==> src/rtl/ram_arbiter.sv <==
// Round-robin arbiter sharing one single-port RAM between requesters A and B.
// One access in flight; read data returned with a one-cycle valid strobe.
module ram_arbiter #(
  parameter int ADDR_W = 4,
  parameter int DATA_W = 8
) (
  input  logic              clock,
  input  logic              reset,
  input  logic              a_req,
  input  logic              a_wr,
  input  logic [ADDR_W-1:0] a_addr,
  input  logic [DATA_W-1:0] a_wdata,
  output logic              a_gnt,
  output logic              a_rvalid,
  output logic [DATA_W-1:0] a_rdata,
  input  logic              b_req,
  input  logic              b_wr,
  input  logic [ADDR_W-1:0] b_addr,
  input  logic [DATA_W-1:0] b_wdata,
  output logic              b_gnt,
  output logic              b_rvalid,
  output logic [DATA_W-1:0] b_rdata,
  output logic [ADDR_W-1:0] ram_address,
  output logic [DATA_W-1:0] ram_dataIn,
  output logic              ram_we,
  output logic              ram_rd,
  input  logic [DATA_W-1:0] ram_dataOut,
  output logic              busy
);

  // state | meaning
  // IDLE  | sample requests, pick winner, latch its command
  // CMD   | drive RAM command for the latched access, pulse owner gnt
  // RESP  | return ram_dataOut to the owner with rvalid

  typedef enum logic [1:0] {IDLE, CMD, RESP} state_t;

  state_t              state_q, state_d;
  logic                owner_q;      // 0 = A, 1 = B
  logic                last_gnt_q;   // 0 = A, 1 = B
  logic                wr_q;
  logic [ADDR_W-1:0]   addr_q;
  logic [DATA_W-1:0]   wdata_q;
  logic [DATA_W-1:0]   a_rdata_q, b_rdata_q;
  logic                any_req;
  logic                win_b;

  assign any_req = a_req | b_req;
  // With both requesting, the side not granted last time wins.
  assign win_b   = (a_req & b_req) ? ~last_gnt_q : b_req;

  always_ff @(posedge clock) begin
    if (reset) begin
      state_q    <= IDLE;
      owner_q    <= 1'b0;
      last_gnt_q <= 1'b1;
      wr_q       <= 1'b0;
      addr_q     <= '0;
      wdata_q    <= '0;
      a_rdata_q  <= '0;
      b_rdata_q  <= '0;
    end else begin
      state_q <= state_d;
      if (state_q == IDLE && any_req) begin
        owner_q    <= win_b;
        last_gnt_q <= win_b;
        wr_q       <= win_b ? b_wr : a_wr;
        addr_q     <= win_b ? b_addr : a_addr;
        wdata_q    <= win_b ? b_wdata : a_wdata;
      end
      if (state_q == RESP) begin
        if (owner_q) b_rdata_q <= ram_dataOut;
        else         a_rdata_q <= ram_dataOut;
      end
    end
  end

  always_comb begin
    state_d     = state_q;
    a_gnt       = 1'b0;
    b_gnt       = 1'b0;
    a_rvalid    = 1'b0;
    b_rvalid    = 1'b0;
    a_rdata     = a_rdata_q;
    b_rdata     = b_rdata_q;
    ram_address = addr_q;
    ram_dataIn  = wdata_q;
    ram_we      = 1'b0;
    ram_rd      = 1'b0;
    busy        = (state_q != IDLE);
    case (state_q)
      IDLE: begin
        if (any_req) state_d = CMD;
      end
      CMD: begin
        a_gnt   = ~owner_q;
        b_gnt   = owner_q;
        ram_we  = wr_q;
        ram_rd  = ~wr_q;
        state_d = wr_q ? IDLE : RESP;
      end
      RESP: begin
        // A reset landing here aborts the access, so the strobe is suppressed.
        if (owner_q) begin
          b_rvalid = ~reset;
          b_rdata  = ram_dataOut;
        end else begin
          a_rvalid = ~reset;
          a_rdata  = ram_dataOut;
        end
        state_d = IDLE;
      end
      default: state_d = IDLE;
    endcase
  end

endmodule

==> config.mk <==
export PLATFORM = sky130hd
export DESIGN_NAME = ram_arbiter
export DESIGN_NICKNAME = d
export VERILOG_FILES = /design/src/rtl/ram_arbiter.sv
export SDC_FILE = /design/constraint.sdc
export NUM_CORES = 1
export LEC_CHECK = 0
export ABC_CLOCK_PERIOD_IN_PS = 1750
export CORE_ASPECT_RATIO = 1.1
export CORE_UTILIZATION = 38
export CTS_BUF_LIST = sky130_fd_sc_hd__clkbuf_8
export DETAILED_ROUTE_END_ITERATION = 12
export PLACE_DENSITY = 0.85
export SLEW_MARGIN = 15
export SYNTH_ARGS = -nofsm -noshare
export SYNTH_HDL_FRONTEND = slang
export SYNTH_SLANG_ARGS = --single-unit
export TNS_END_PERCENT = 30
==> constraint.sdc <==
create_clock -name clock -period 1.75 [get_ports clock]
set_clock_uncertainty 0.2 [all_clocks]
set_input_delay 0.175 -clock clock [delete_from_list [all_inputs] [get_ports clock]]
set_output_delay 0.175 -clock clock [all_outputs]
set_load 0.01 [all_outputs]
==> PnR_summary.wiki <==
{| class="wikitable"
! Metric !! Value
|-
| CP max stage delay || 0.36 ns
|-
| Synth top area share || between 40% and 50%
|-
| CTS tree || built
|-
| Number of sinks handled by clock tree synthesis || 33
|-
| Vias in the first global route || around 1400
|-
| Maximum number of pins on one net before global-route repair || 34
|-
| WP data required || ~1.4 ns
|-
| Cell area after layout || 2516 µm²
|-
| Gp weighted congestion || approximately 0.76
|-
| Highest ir drop seen on vdd || between 0.4 and 0.5 mV
|-
| Overall die height || 65.86 µm
|-
| Floorplan die area || a little under 4000 µm²
|-
| Row cnt || 22
|-
| Status || complete, but fails checks
|-
| Violations in the final reports || negative setup slack
|-
| Worst-skew pair later-pin latency || a little under 0.3 ns
|-
| Crit-path most repeated cell || buf_6
|-
| Post-layout minimum cycle time || between 1.5 and 2 ns
|-
| Buffers and inverters on the worst path || 2
|-
| Arrival time of the worst setup path || roughly 1.5 ns
|-
| Count of vias placed by the detailed router || between 1000 and 1500
|-
| Vias per Instance || ~4.9
|-
| Drt total wl || ~4000 µm
|-
| IO Pins || 73
|-
| Final Cycle Share || 107.6%
|-
| Worst setup margin || -0.1321 ns
|-
| Cells traversed along the worst timing path || nor3b_4 -> buf_6 -> mux2_4 -> buf_6
|-
| Post-Synthesis Cells || ~150
|-
| Library cell used as clock root buffer || clkbuf_8
|-
| Pins over their slew limit || 0
|-
| Clock edge transition at the registers on the reported setup and hold paths || 0.07 ns
|-
| Overall routing resource usage || 22.49%
|-
| H-tree lvl count || 2
|-
| Fin. Hold Viols || 0
|-
| Drt wl/cell || 13.96 µm
|-
| Start point of the critical path || state_q[0]
|-
| Slew at the pin with the worst max-slew slack || between 0.5 and 0.6 ns
|-
| Number of antenna violations at the first check in global routing || 0
|-
| Count of input and output buffers || 72
|-
| Top achievable clock speed || around 530 MHz
|-
| ANT cells || 0
|-
| Crit-path leading delay family || flip-flops
|-
| Maximum net fanout on the critical path || 5
|-
| Starting density of the core || 40.95%
|-
| Power, Total || between 2 and 2.5 mW
|-
| Largest buffer count on any clock path || 2
|-
| Max capacitance violation total || 0
|-
| Die width || between 60 and 70 µm
|-
| Post-synthesis cell type count || 21
|-
| Static leakage || ~1.1 nW
|-
| Leading area contributor after synthesis || dfxtp_1
|-
| Detailed-placement wirelength estimate || approximately 2500 µm
|-
| Detailed router's first-iteration violation count || 50
|-
| Element type at the critical path start || flip-flop
|-
| Worst rel slew slack || 64.69%
|-
| Final layout net count || between 200 and 300
|-
| Crit Path Category || reg2out
|-
| Class of the most critical hold timing path || in2reg
|-
| Total of endpoints with negative setup slack in the final report || 10
|-
| Total standard cell area after synthesis || about 1400 µm²
|-
| Reg-to-reg critical path startpoint || state_q[0]
|-
| Avg Synthesized Cell Area || roughly 9 µm²
|-
| Layout-stage area growth over the synthesis result || 78.60%
|-
| Proportion of layout cells with a drive suffix above 1 || a little under a third
|-
| Critical Path Slowest Stage Cell || dfxtp_4
|-
| Residual DRC count || 0
|-
| GR Overflow Total || 0
|-
| Number of nets produced by synthesis || 190
|-
| Remaining number of nets flagged by the antenna check after routing || 0
|-
| Share of the core filled with cells in the final layout || about three quarters
|-
| Main area contributors after synthesis || dfxtp_1, mux2_2, a311oi_1
|-
| Total clock buffers created by CTS || 5
|-
| Core area || approximately 3400 µm²
|-
| Launch point of the worst hold path || a_wdata[0]
|-
| RSZ-0062 raised after global routing || true
|-
| Power per cell area || ~800 nW/µm²
|-
| Final-layout fill cell count || between 200 and 300
|-
| Register area share after synthesis || 46.89%
|-
| Crit path capture type || primary output
|-
| Number of synthesized register bits || 33
|-
| First-pass iteration count of the detailed router || 4
|-
| Post-route setup TNS || -1.155 ns
|-
| Post-DP Area || 2242 µm²
|-
| Warning count from the yosys run || 0
|-
| Wire length of the first global-routing pass || between 6000 and 7000 µm
|}
[what timing repair did]
action	CTS	global route
buffers inserted	10	0
hold buffers	0	0
gates cloned	2	0
endpoints found under the setup margin	36	24
resized for setup	110	23
pin swaps	2	3
[per-stage QoR]
step                cells  hold WS [ns]  setup slack [ns]
CTS                   290        0.2476           -0.2288
global placement      271        0.2662           -0.1956
finish                288        0.2528           -0.1321
detailed placement    271        0.2802           -0.2573
global route          288        0.2597           -0.1626
floorplan             152        0.1285            0.1527
[layout make-up]
type | count | area (µm²) | share of cell area [%]
Clock buffer | 5 | 68.82 | 2.735
Clock inverter | 2 | 35.03 | 1.392
Inverter | 3 | 11.26 | 0.4475
Multi-Input combinational cell | 107 | 790.8 | 31.43
Sequential cell | 33 | 671.9 | 26.70
Tap cell | 48 | 60.06 | 2.387
Timing Repair Buffer | 90 | 878.3 | 34.91
[path summary, 6_finish.rpt]
path | end | slack [ns] | depth (start not counted)
setup reg to reg | a_rdata_q[1] | 0.08 | 5
hold / removal | ram_dataIn[0] | 0.25 | 3
setup / recovery | a_rdata[3] | -0.13 | 4
hold reg to reg | state_q[1] | 0.28 | 1
[worst register-to-register path, stage by stage, from the launching register on]
cell     delay [ns]
dfxtp_4        0.36
nor3b_4        0.24
buf_6          0.17
mux2_4         0.32
buf_4          0.13
nor2b_1        0.13
[sequential cells by signal, summed over array words and instances, names as in the netlist]
name	count
owner_q	1
state_q	2
a_rdata_q	8
wr_q	1
ram_dataIn	8
b_rdata_q	8
ram_address	4
last_gnt_q	1
[placed cells by master (no fill, tap or decap), drive strengths merged]
cell,n
clkdlybuf4s50,49
buf,35
dfxtp,33
nand2,26
nor2b,17
mux2,16
a21oi,14
a311oi,13
clkbuf,11
nor2,8
inv,3
nand3b,3
nor3,2
o21ai,2
nor3b,1
nand2b,1
a21bo,1
a21boi,1
or2,1
nand3,1
bufinv,1
clkinv,1
[report_power, final]
part	internal, mW	total [mW]	switching [mW]
sequential	0.803	0.836	0.0327
clock	0.413	0.689	0.275
combinational	0.284	0.483	0.200
[kinds of logic after synthesis]
logic type      Yosys count  share of synthesized area [%]
simple gates             59                          21.40
flops                    33                          46.89
compound gates           31                          15.28
mux                      16                          12.79
buf+inv                  13                          3.641
[cell usage after synthesis]
master and n:
nor3b_4 1, inv_1 3, a21oi_1 14, a311oi_1 13, nand2b_1 1, nor2_1 7, nor2b_1 17, nand3b_2 1
buf_2 2, nand2_1 26, nor3_1 2, mux2_2 16, clkbuf_1 8, or2_2 1, o21ai_0 2, dfxtp_1 33
nor2_2 1, a21bo_2 1, nand3b_1 1, nand3_1 1, a21boi_2 1
[layer usage]
layer	up-vias	global-route usage (%)	wire (µm)
met5	-	0	0
met4	0	10.76	82
met3	7	6.067	230
met2	51	36.39	2000
met1	641	27.15	1706
li1	707	-	-
No activity file was read; power rests on OpenSTA's default activity.
